**config.mk**
```make
export PLATFORM = sky130hd
export DESIGN_NAME = ecl_xlat_sched
export DESIGN_NICKNAME = d
export VERILOG_FILES = /design/src/rtl/ecl_xlat_sched.sv
export SDC_FILE = /design/constraint.sdc
export NUM_CORES = 1
export LEC_CHECK = 0
export BUFFER_PORTS_ARGS = -buffer_cell sky130_fd_sc_hd__clkbuf_2
export CORE_AREA = 2 2 55 57
export DETAILED_ROUTE_END_ITERATION = 12
export DIE_AREA = 0 0 57 59
export GPL_TIMING_DRIVEN = 0
export PLACE_DENSITY = 0.75
export SYNTH_ARGS = -nofsm -noshare
export SYNTH_HDL_FRONTEND = slang
export SYNTH_SLANG_ARGS = --single-unit
```
**constraint.sdc**
```tcl
create_clock -name CLK -period 2.8 [get_ports CLK]
set_clock_uncertainty 0.15 [all_clocks]
set_input_delay 0.7 -clock CLK [delete_from_list [all_inputs] [get_ports CLK]]
set_output_delay 0.7 -clock CLK [all_outputs]
set_load 0.02 [all_outputs]
```
**src/rtl/ecl_xlat_sched.sv**
```systemverilog
// ecl_xlat_sched
// Shares one 6-bit registered TTL-to-ECL translator between three write
// requesters and a clear source. Each write is sequenced as setup, strobe
// and hold with cycle-programmable widths. A clear pulses the translator's
// master reset. All outputs are registered.
//
// Ports
//   CLK      in   system clock, rising edge
//   RST_     in   asynchronous active-low reset
//   REQ      in   [2:0] per-requester write request (level, held until ACK)
//   D0..D2   in   [5:0] requester data, captured at grant
//   CLR_REQ  in   request to clear translator outputs (level)
//   ACK      out  [2:0] one-cycle one-hot write completion
//   CLR_ACK  out  one-cycle clear completion
//   XD       out  [5:0] translator D bus
//   XTCLK    out  translator clock
//   XMR      out  translator master reset, active-high
//   GRANT    out  [1:0] index of requester being serviced
//   BUSY     out  high in every state except IDLE
module ecl_xlat_sched #(
  parameter int unsigned SETUP_CYC  = 2,
  parameter int unsigned STROBE_CYC = 2,
  parameter int unsigned HOLD_CYC   = 1,
  parameter int unsigned MR_CYC     = 3
) (
  input  logic       CLK,
  input  logic       RST_,
  input  logic [2:0] REQ,
  input  logic [5:0] D0,
  input  logic [5:0] D1,
  input  logic [5:0] D2,
  input  logic       CLR_REQ,
  output logic [2:0] ACK,
  output logic       CLR_ACK,
  output logic [5:0] XD,
  output logic       XTCLK,
  output logic       XMR,
  output logic [1:0] GRANT,
  output logic       BUSY
);

  typedef enum logic [2:0] {
    IDLE   = 3'd0,
    CLEAR  = 3'd1,
    SETUP  = 3'd2,
    STROBE = 3'd3,
    HOLD   = 3'd4,
    DONE   = 3'd5
  } state_e;

  // Phase counters are loaded with width-1 and count down to zero.
  localparam logic [3:0] SETUP_LD  = 4'(SETUP_CYC - 1);
  localparam logic [3:0] STROBE_LD = 4'(STROBE_CYC - 1);
  localparam logic [3:0] HOLD_LD   = 4'(HOLD_CYC - 1);
  localparam logic [3:0] MR_LD     = 4'(MR_CYC - 1);

  state_e     state_q, state_d;
  logic [3:0] cnt_q, cnt_d;
  logic [1:0] last_q, last_d;
  logic [1:0] grant_q, grant_d;
  logic [5:0] xd_q, xd_d;
  logic       xtclk_q, xtclk_d;
  logic       xmr_q, xmr_d;
  logic [2:0] ack_q, ack_d;
  logic       clr_ack_q, clr_ack_d;
  logic       busy_q, busy_d;

  logic [1:0] cand1, cand2, winner;
  logic [5:0] win_data;

  function automatic logic [1:0] rr_next(input logic [1:0] idx);
    return (idx == 2'd2) ? 2'd0 : idx + 2'd1;
  endfunction

  // Cyclic search starting after the last requester served.
  always_comb begin
    cand1 = rr_next(last_q);
    cand2 = rr_next(cand1);
    if (REQ[cand1])      winner = cand1;
    else if (REQ[cand2]) winner = cand2;
    else                 winner = last_q;
  end

  always_comb begin
    case (winner)
      2'd0:    win_data = D0;
      2'd1:    win_data = D1;
      default: win_data = D2;
    endcase
  end

  always_comb begin
    state_d   = state_q;
    cnt_d     = cnt_q;
    last_d    = last_q;
    grant_d   = grant_q;
    xd_d      = xd_q;
    xtclk_d   = xtclk_q;
    xmr_d     = xmr_q;
    ack_d     = '0;
    clr_ack_d = 1'b0;

    case (state_q)
      IDLE: begin
        if (CLR_REQ) begin
          state_d = CLEAR;
          cnt_d   = MR_LD;
          xmr_d   = 1'b1;
          xd_d    = '0;
        end else if (|REQ) begin
          state_d = SETUP;
          cnt_d   = SETUP_LD;
          grant_d = winner;
          xd_d    = win_data;
        end
      end
      CLEAR: begin
        if (cnt_q == '0) begin
          state_d   = DONE;
          xmr_d     = 1'b0;
          clr_ack_d = 1'b1;
        end else begin
          cnt_d = cnt_q - 4'd1;
        end
      end
      SETUP: begin
        if (cnt_q == '0) begin
          state_d = STROBE;
          cnt_d   = STROBE_LD;
          xtclk_d = 1'b1;
        end else begin
          cnt_d = cnt_q - 4'd1;
        end
      end
      STROBE: begin
        if (cnt_q == '0) begin
          state_d = HOLD;
          cnt_d   = HOLD_LD;
          xtclk_d = 1'b0;
        end else begin
          cnt_d = cnt_q - 4'd1;
        end
      end
      HOLD: begin
        if (cnt_q == '0) begin
          state_d = DONE;
          ack_d   = 3'b001 << grant_q;
          last_d  = grant_q;
        end else begin
          cnt_d = cnt_q - 4'd1;
        end
      end
      DONE: begin
        // ACK/CLR_ACK are registered on entry, so DONE only returns to IDLE.
        state_d = IDLE;
      end
      default: begin
        state_d = IDLE;
        xtclk_d = 1'b0;
        xmr_d   = 1'b0;
      end
    endcase

    busy_d = (state_d != IDLE);
  end

  always_ff @(posedge CLK or negedge RST_) begin
    if (!RST_) begin
      state_q   <= IDLE;
      cnt_q     <= '0;
      last_q    <= 2'd2;
      grant_q   <= '0;
      xd_q      <= '0;
      xtclk_q   <= 1'b0;
      xmr_q     <= 1'b0;
      ack_q     <= '0;
      clr_ack_q <= 1'b0;
      busy_q    <= 1'b0;
    end else begin
      state_q   <= state_d;
      cnt_q     <= cnt_d;
      last_q    <= last_d;
      grant_q   <= grant_d;
      xd_q      <= xd_d;
      xtclk_q   <= xtclk_d;
      xmr_q     <= xmr_d;
      ack_q     <= ack_d;
      clr_ack_q <= clr_ack_d;
      busy_q    <= busy_d;
    end
  end

  assign ACK     = ack_q;
  assign CLR_ACK = clr_ack_q;
  assign XD      = xd_q;
  assign XTCLK   = xtclk_q;
  assign XMR     = xmr_q;
  assign GRANT   = grant_q;
  assign BUSY    = busy_q;

endmodule

```
Word-level counts from Yosys, hierarchy flattened --
Cells that the tools add are included.
Operators by class: reduce and logical (&&, ||, !) cells 16, add/subtract/negate cells 3, shift operators 1, equal/unequal tests 14, bitwise gates (word level) 3, $lt $le $gt $ge 2, multiplexer cells 32
Operators with widths (number):
- $mux W3 | 7
- $mux W4 | 5
- $pmux W4 S4 | 1
- $mux W6 | 2
- $pmux W3 S4 | 1
- $pmux W6 S2 | 1
- $reduce_and A3 Y1 | 4
- $ne A2 B2 Y1 const B | 5
- $mux W2 | 4
- $reduce_or A4 Y1 | 2
- $mux W1 | 7
- $eq A3 B2 Y1 const B | 2
- $eq A3 B3 Y1 const B | 2
- $lt A2 B3 Y1 const B | 2
- $pmux W1 S3 | 2
- $add A2 B1 Y2 const B | 2
- $bmux W1 S2 | 2
- $eq A2 B2 Y1 const B | 2
- $logic_not A4 Y1 | 1
- $reduce_and A2 Y1 | 2
- $reduce_bool A4 Y1 | 1
- $sub A4 B1 Y4 const B | 1
- $eq A3 B1 Y1 const B | 1
- $logic_not A3 Y1 | 1
- 9 further kinds | 11
Word-level totals: logic and storage cells 81, register bits 24

Logic depth before layout (Yosys ltp) --
Gate-level depths: netlist (run 1).
depth in word-level cells 12, gate-level depth with buffers 7

Worst setup path after synthesis (run 1) --
Ideal clock, no wire load.
path kind input -> register, start point in REQ[0], end point reg cnt_q[0], arrival 1764 ps, setup slack 761 ps, cell stages on the path 4, data required time 2525 ps, path through or4_1 nand2_1 o221ai_2 mux2_4
On the way: cells in the longest elaborated chain, start to end 3
Ends and longest elaborated chain:
- from (decl) | RTL line 28 | input logic [2:0] REQ,
- $reduce_or A3 Y1 | RTL line 110 | end else if (|REQ) begin
- $ne A3 B3 Y1 (no line)
- $reduce_and A3 Y1 (no line)
- to (signal assigned) | RTL line 181 | cnt_q <= cnt_d;
- to (decl) | RTL line 58 | logic [3:0] cnt_q, cnt_d;
No other way between the ends. A chain may end at the register's enable or synchronous reset.

Worst setup path in the final report (run 1) --
start point reg cnt_q[0], end point reg last_q[1]
On the way: cells in the longest elaborated chain, start to end 2
Ends and longest elaborated chain:
- $logic_not A4 Y1 | RTL line 145 | if (cnt_q == '0) begin
- $reduce_and A2 Y1 (no line)
- to (signal assigned) | RTL line 182 | last_q <= last_d;
- to (decl) | RTL line 59 | logic [1:0] last_q, last_d;
No other way between the ends.

==> summary.md, run 1 <==
| Metric | Value |
|---|---|
| Slowest-stage cell, CP | `nor3b_1` |
| Antenna-violating nets left | `0` |
| Final Cycle Share | `around 78%` |
| RSZ-0062 raised after global routing | `no` |
| FILL cells | `approximately 240` |
| Post-Syn Area | `between 1000 and 1500 um2` |
| Final nets | `approximately 200` |
| Setup_tns | `0 ns` |
| # rows | `19` |
| Placed wire-length estimate | `between 2000 and 2500 um` |
| CTS resizes | `0` |
| Final instance area | `between 1500 and 2000 um2` |
| Clk sink count | `24` |
| Reg area | `between 600 and 700 um2` |
| DR WL/cell | `about 14 um` |
| Antenna violations before repair | `0` |
| Hold_buf cts | `0` |
| Commonest non-fill, non-tap cells in the layout | `38 x clkbuf_2, 23 x dfrtp_1, 14 x inv_1, 14 x nand2_1` |
| Relative slew slack | `44.0%` |
| Worst hold path type | `in -> async` |
| Outcome | `complete, no violations` |
| Post-synth ARST share | `100%` |
| CORE AREA | `2710 um2` |
| P_int | `1.03 mW` |
| Slew @ Worst Pin | `about 0.84 ns` |
| FF-to-FF Start | `cnt_q[0]$_DFFE_PN0P_` |
| Synth Area per Inst | `9.74 um2` |
| LEAKAGE | `around 0.80 nW` |
| Final Max Tran Viols | `0` |
| Worst-case reg-to-reg path depth | `5` |
| Worst Path Arrival | `2.31 ns` |
| Syn Nets | `163` |
| DR pass1 iterations | `4` |
| Critical path class | `reg -> reg` |
| Max Cap Viol | `0` |
| Worst-path fanout max | `7` |
| Num CTS Buffers | `3` |
| Clock transition at the registers of the reported paths | `around 0.14 ns` |
| Initial Utilization | `49.3%` |
| Area grow syn2layout | `21.1%` |
| First-pass GRT wire length | `just under 5000 um` |
| DRC violations left | `0` |
| Worst path bufs/invs | `1` |
| Final hold vios | `0` |
| Io pins | `39` |
| Vias in the first global route | `1148` |
| Die Wd | `~57 um` |
| Layout cells sized above 1 | `about 30%` |
| Pwr per Cell Area | `roughly 1100 nW/um2` |
| Register area share after synthesis | `between 40% and 50%` |
| Drt via density | `approximately 5.7` |
| Seq pwr share | `approximately 34%` |
| EDFF count, synth | `0` |
| Critical path endpoint category | `flip-flop` |
| Gr ovfl total | `0` |
| DR vias | `roughly 1200` |
| Yosys reg bits | `24` |
| Number of H-tree levels | `1` |
| Setup Fix Bufs, Post-CTS | `0` |
| Total power | `roughly 1.8 mW` |
| Max Freq | `between 400 and 500 MHz` |
| DRT iter0 DRCs | `28` |
| Startpoint type of the worst setup path | `flip-flop` |
| Slowest cell delay on critical path | `0.53 ns` |
| Total Wirelength | `between 2000 and 3000 um` |
| Latest clock arrival within the worst-skew pair | `~0.32 ns` |
| Distinct cells, synth | `40` |
| Sw Ratio | `41.5%` |
| Ys Warns | `0` |
| Die Y | `between 50 and 60 um` |
| Pin count of the biggest net entering global routing | `25` |
| Multi-input logic area | `approximately 650 um2` |
| Setup violations, final | `0` |
| Data required, critical path | `a little under 3 ns` |
| Clock power share | `14.4%` |
| Die area | `about 3400 um2` |
| Root buffer cell | `clkbuf_4` |
| All-Layer GR Usage | `18.5%` |
| CTS max path bufs | `2` |
| Final GP Congestion | `between 0.9 and 1` |
| # diodes | `0` |
| Critical path cell sequence | `inv_1 -> ha_1 -> nor3b_1 -> nand3_1 -> mux2_2` |
| Cells after Synth | `roughly 140` |
| Primary FF master, synth | `dfrtp_1` |
| Cell Area, Placed | `~1600 um2` |
| Max rail drop VDD | `approximately 0.6 mV` |
| Post-layout min period | `around 2.2 ns` |
| Comb pwr share | `about half` |
| Setup slack, reg-to-reg | `roughly 0.61 ns` |
| CP top delay family | `simple AND/OR/NAND/NOR gates` |
| Commonest non-fill, non-tap cell in the layout | `clkbuf_2` |
| Worst R2R End | `last_q[1]$_DFFE_PN1P_` |
| IO buf count | `38` |
| CTS tree | `built` |
| Psw | `between 0.7 and 0.8 mW` |
-- cell usage after synthesis, types with 2 or more instances --
| cell | n | area share, % |
|---|---|---|
| nor2b_1 | 4 | 1.9 |
| nor2_1 | 6 | 1.7 |
| a31o_2 | 2 | 1.3 |
| mux2i_1 | 8 | 6.0 |
| inv_1 | 14 | 3.9 |
| dfrtp_1 | 23 | 43 |
| o31a_1 | 2 | 1.3 |
| nor3_1 | 3 | 1.1 |
| o21a_1 | 3 | 1.7 |
| ha_1 | 2 | 1.9 |
| nand3_1 | 4 | 1.5 |
| nor3b_1 | 2 | 1.1 |
| a311oi_1 | 2 | 1.3 |
| a21oi_1 | 3 | 1.1 |
| o22ai_1 | 2 | 0.94 |
| o221ai_1 | 6 | 3.9 |
| buf_2 | 3 | 1.1 |
| o211ai_1 | 2 | 1.1 |
| nor4_1 | 3 | 1.4 |
| or4_1 | 2 | 1.1 |
| a32oi_1 | 2 | 1.3 |
| nand2_1 | 14 | 3.9 |
| o21ai_0 | 8 | 3.0 |
-- final cells by class --
| cell class | instances | area share, % |
|---|---|---|
| clock buffers | 3 | 1.39 |
| inverters | 14 | 3.25 |
| flip-flops and latches | 24 | 37.2 |
| well taps | 31 | 2.40 |
| clock inverters | 1 | 1.86 |
| plain buffers | 5 | 2.09 |
| multi-input cells | 94 | 40.0 |
| repair buffers | 38 | 11.8 |
-- logic make-up (layout without fill, tap and decap cells) --
| family | Yosys count | count (layout) | synth area share [%] |
|---|---|---|---|
| simple gates | 44 | 44 | 17.1 |
| compound gates | 38 | 38 | 21.6 |
| flops | 24 | 24 | 45.1 |
| buf+inv | 19 | 61 | 6.47 |
| mux | 10 | 10 | 7.97 |
| fa+ha+maj | 2 | 2 | 1.87 |
-- layer usage --
metal | global-route usage [%] | vias to the layer above | part of all wire, %
li1 | - | 588 | -
met1 | 25.4 | 543 | 47
met2 | 30.7 | 53 | 46
met3 | 2.18 | 3 | 6.3
met4 | 5.98 | 0 | 0.98
met5 | 0 | - | 0
-- worst reg2reg max path: cells and delay by family (launching register included) --
family        cells  cell delay [ns]
fa+ha+maj         1             0.18
buf+inv           1             0.15
flops             1             0.43
mux               1             0.36
simple gates      2             0.87
-- through the flow --
| step | std cells | setup slack, ns | hold WS [ns] | util [%] |
|---|---|---|---|---|
| 3_5_place_dp | 206 | 0.557 | 0.328 | 57.7 |
| 5_1_grt | 210 | 0.405 | 0.241 | 59.6 |
| 4_1_cts | 210 | 0.643 | 0.216 | 59.6 |
| 3_3_place_gp | 206 | 0.555 | 0.315 | 57.7 |
| 6_report | 210 | 0.610 | 0.198 | 59.6 |
| 2_1_floorplan | 137 | 0.761 | 0.254 | - |
-- how the worst max path moves through the flow --
stage                                    start                     to  slack [ns]  depth (start not counted)
final                     cnt_q[0]$_DFFE_PN0P_  last_q[1]$_DFFE_PN1P_        0.61                          5
after global routing      cnt_q[0]$_DFFE_PN0P_  last_q[1]$_DFFE_PN1P_        0.40                          5
after CTS                 cnt_q[0]$_DFFE_PN0P_   cnt_q[0]$_DFFE_PN0P_        0.64                          7
after detailed placement                REQ[0]   cnt_q[0]$_DFFE_PN0P_        0.56                          5
after global placement                  REQ[0]   cnt_q[0]$_DFFE_PN0P_        0.55                          5
after floorplan                         REQ[0]   cnt_q[0]$_DFFE_PN0P_        0.76                          4
-- registers in the layout, summed over array words and instances, names as in the netlist --
| register | cells |
|---|---|
| ACK | 3 |
| BUSY | 1 |
| CLR_ACK | 1 |
| GRANT | 2 |
| XD | 6 |
| XMR | 1 |
| XTCLK | 1 |
| cnt_q | 4 |
| last_q | 2 |
| state_q | 3 |
-- power by group through the flow --
stage / registers (mW) / logic [mW] / clock network [mW]
after CTS: 0.597 / 0.913 / 0.260
after detailed placement: 0.603 / 0.910 / 0
after global routing: 0.618 / 1.00 / 0.271
after global placement: 0.595 / 0.884 / 0
final: 0.598 / 0.909 / 0.253
after floorplan: 0.680 / 0.595 / 0
Note: power is estimated with default switching activity, not from simulation.
==> inputs of run 2 (changes only) <==
Settings changed: CORE_AREA 2 2 55 57 to 2 2 57 59, DIE_AREA 0 0 57 59 to 0 0 59 61, PLACE_DENSITY 0.75 to 0.74.
Clock period 2.8 ns to 1.9 ns, I/O delays scaled along.
==> run 2 against run 1 <==
Against the previous run: the run now ends with setup timing left; sequential share of layout area shrank 2.1 points; design area grew 6.1%; hold slack gained 0.069 ns; setup slack lost 0.63 ns; highest routed layer unchanged; clock power shrank 8.7%; combinational power grew 76%; wire length grew 17%; non-clock buffer count grew 11; register-to-register slack lost 0.63 ns.
==> summary.md, run 2 (synthesis results as in run 1) <==
| Metric | Value |
|---|---|
| Outcome | `finished with violations` |
| Failing checks | `setup timing` |
| Slew @ Worst Pin | `0.586 ns (-0.250 ns)` |
| Placed cell count | `208 (+0.97%)` |
| Worst Path Arrival | `1.99 ns (-0.32 ns)` |
| Relative slew slack | `60.9% (+17 points)` |
| Setup violations, final | `1 (+1)` |
| DR WL/cell | `14.9 um (+9.9%)` |
| Num CTS Buffers | `3 (unchanged)` |
| Drt via density | `5.74 (+1.5%)` |
| Antenna violations before repair | `0 (unchanged)` |
| Final GP Congestion | `0.810 (-11%)` |
| Seq pwr share | `32.5% (-1.5 points)` |
| Worst R2R End | `cnt_q[0]$_DFFE_PN0P_` |
| Slowest cell delay on critical path | `0.43 ns (-0.10 ns)` |
| Max Cap Viol | `0 (unchanged)` |
| Critical path endpoint category | `flip-flop` |
| Max Freq | `521 MHz (+14%)` |
| Commonest non-fill, non-tap cell in the layout | `clkbuf_2` |
| Latest clock arrival within the worst-skew pair | `0.32 ns (about the same)` |
| Initial Utilization | `45.2% (-4.0 points)` |
| Crit path to | `cnt_q[0]$_DFFE_PN0P_` |
| Placed wire-length estimate | `2340 um (+9.3%)` |
| Root buffer cell | `clkbuf_4` |
| P_int | `1.54 mW (+50%)` |
| First-pass GRT wire length | `5580 um (+12%)` |
| DRC violations left | `0 (unchanged)` |
| Worst Setup SP | `cnt_q[0]$_DFFE_PN0P_` |
| CTS tree | `built` |
| Vias in the first global route | `1308 (+14%)` |
| Worst-case reg-to-reg path depth | `6 (+1)` |
| Final Non-Filler Cells | `223 (+6.2%)` |
| PnR worst setup slack | `-0.0186 ns (-0.629 ns)` |
| Slowest-stage cell, CP | `dfrtp_1` |
| All-Layer GR Usage | `20.1% (+1.6 points)` |
| DR vias | `1280 (+7.8%)` |
| LEAKAGE | `0.838 nW (+5.3%)` |
| Startpoint type of the worst setup path | `flip-flop` |
| CORE AREA | `2950 um2 (+9.0%)` |
| Area grow syn2layout | `28.5%` |
| Gr ovfl total | `0 (unchanged)` |
| Commonest non-fill, non-tap cells in the layout | `38 x clkbuf_2, 23 x dfrtp_1, 14 x nand2_1` |
| IO buf count | `38 (unchanged)` |
| Clock power share | `8.5% (-5.9 points)` |
| Setup_tns | `-0.0186 ns (-0.0186 ns)` |
| Clk sink count | `24 (unchanged)` |
| Setup slack, reg-to-reg | `-0.02 ns (-0.63 ns)` |
| FILL cells | `271 (+12%)` |
| Total Wirelength | `3320 um (+17%)` |
| Max reg flops | `6 (unchanged)` |
| Critical path class | `reg -> reg` |
| DRT iter0 DRCs | `56 (+100%)` |
| Pwr per Cell Area | `1580 nW/um2 (+45%)` |
| Final hold vios | `0 (unchanged)` |
| Antenna-violating nets left | `0 (unchanged)` |
| Final Cycle Share | `101% (+23 points)` |
| Multi-input logic area | `688 um2 (+6.4%)` |
| Sw Ratio | `43.2% (+1.7 points)` |
| Post-layout min period | `1.92 ns (-0.271 ns)` |
| Worst hold path type | `in -> reg` |
| Critical path cell sequence | `inv_2 -> ha_4 -> or3b_4 -> a21oi_4 -> o221ai_4 -> mux2_4` |
| Final Max Tran Viols | `0 (unchanged)` |
| CTS max path bufs | `2 (unchanged)` |
| # diodes | `0 (unchanged)` |
| Die Y | `61 um (+3.4%)` |
| # rows | `20 (+1)` |
| DR pass1 iterations | `6 (+2)` |
| Max rail drop VDD | `0.601 mV (-2.2%)` |
| Number of H-tree levels | `1 (unchanged)` |
| Worst-path fanout max | `6 (-1)` |
| Io pins | `39 (unchanged)` |
| Psw | `1.17 mW (+61%)` |
| Comb pwr share | `59.0% (+7.3 points)` |
| RSZ-0062 raised after global routing | `yes` |
| Die Wd | `59 um (+3.5%)` |
| Layout cells sized above 1 | `36.8% (+6.7 points)` |
| Reg area | `602 um2 (unchanged)` |
| Pin count of the biggest net entering global routing | `25 (unchanged)` |
| Clock transition at the registers of the reported paths | `0.14 ns (about the same)` |
| Final nets | `217 (+5.3%)` |
| Die area | `3600 um2 (+7.0%)` |
| Place WS | `-0.164 ns (-0.720 ns)` |
| FF-to-FF Start | `cnt_q[0]$_DFFE_PN0P_` |
| Data required, critical path | `1.97 ns (-0.95 ns)` |
| Total power | `2.72 mW (+54%)` |
## run 2: cell count changes in the layout (fill, tap and decap cells not counted), sizes merged
cell and change:
buf +10, bufinv -1, clkbuf +1, dlygate4sd3 +1
## run 2: layout make-up
type | count | share of cell area (%)
clock buffer | 4 | 1.53
inverter | 14 | 3.06
buffer | 4 | 1.31
tap | 33 | 2.41
multi-input combinational | 94 | 40.1
timing repair buffer | 50 | 16.5
sequential | 24 | 35.1
## run 2: worst min-delay path by stage
| stage | startpoint | slack (ns) | to | cells past startpoint |
|---|---|---|---|---|
| floorplan | RST_ | 0.03 | ACK[0]$_DFF_PN0_ | 0 |
| detailed placement | GRANT[0]$_DFFE_PN0P_ | 0.33 | ACK[0]$_DFF_PN0_ | 1 |
| global placement | GRANT[0]$_DFFE_PN0P_ | 0.31 | ACK[2]$_DFF_PN0_ | 1 |
| global route | D2[5] | 0.28 | XD[5]$_DFFE_PN0P_ | 3 |
| CTS | D2[1] | 0.27 | XD[1]$_DFFE_PN0P_ | 3 |
| finish | D2[1] | 0.27 | XD[1]$_DFFE_PN0P_ | 3 |
## run 2: routing by layer
metal	track usage (%)	routed length [um]
met1	24.1	1380
met2	36.5	1720
met3	2.99	159
met4	7.47	58
met5	0	0
## run 2: power groups by stage
stage | Combinational (mW) | Clock (mW) | Sequential, mW
floorplan | 0.917 | 0 | 1.01
global placement | 1.35 | 0 | 0.881
detailed placement | 1.40 | 0 | 0.890
CTS | 1.56 | 0.240 | 0.877
global route | 1.75 | 0.257 | 0.913
finish | 1.60 | 0.231 | 0.882
## run 2: through the flow
step	hold slack (ns)	utilization (%)	area (um2)
5_1_grt	0.281	58.1	1720
2_1_floorplan	0.0294	-	1360
3_5_place_dp	0.331	53.9	1590
3_3_place_gp	0.313	53.9	1590
4_1_cts	0.270	57.9	1710
6_report	0.267	58.1	1720
## run 2: worst max-delay path, delay by kind of cell (launching register included)
| family | cells | cell delay [ns] |
|---|---|---|
| adders and majority gates | 1 | 0.13 |
| muxes | 1 | 0.31 |
| buffers and inverters | 1 | 0.09 |
| and+or+nand+nor | 1 | 0.42 |
| DFF | 1 | 0.43 |
| AOI/OAI and AO/OA | 2 | 0.30 |
## run 2: timing repair
action / CTS / global route
pin swaps: 2 / 3
hold buffers: 1 / 0
gates resized for setup: 4 / 1
endpoints found under the hold margin: 12 / 0
setup endpoints to repair: 13 / 14
buffers inserted: 9 / 2
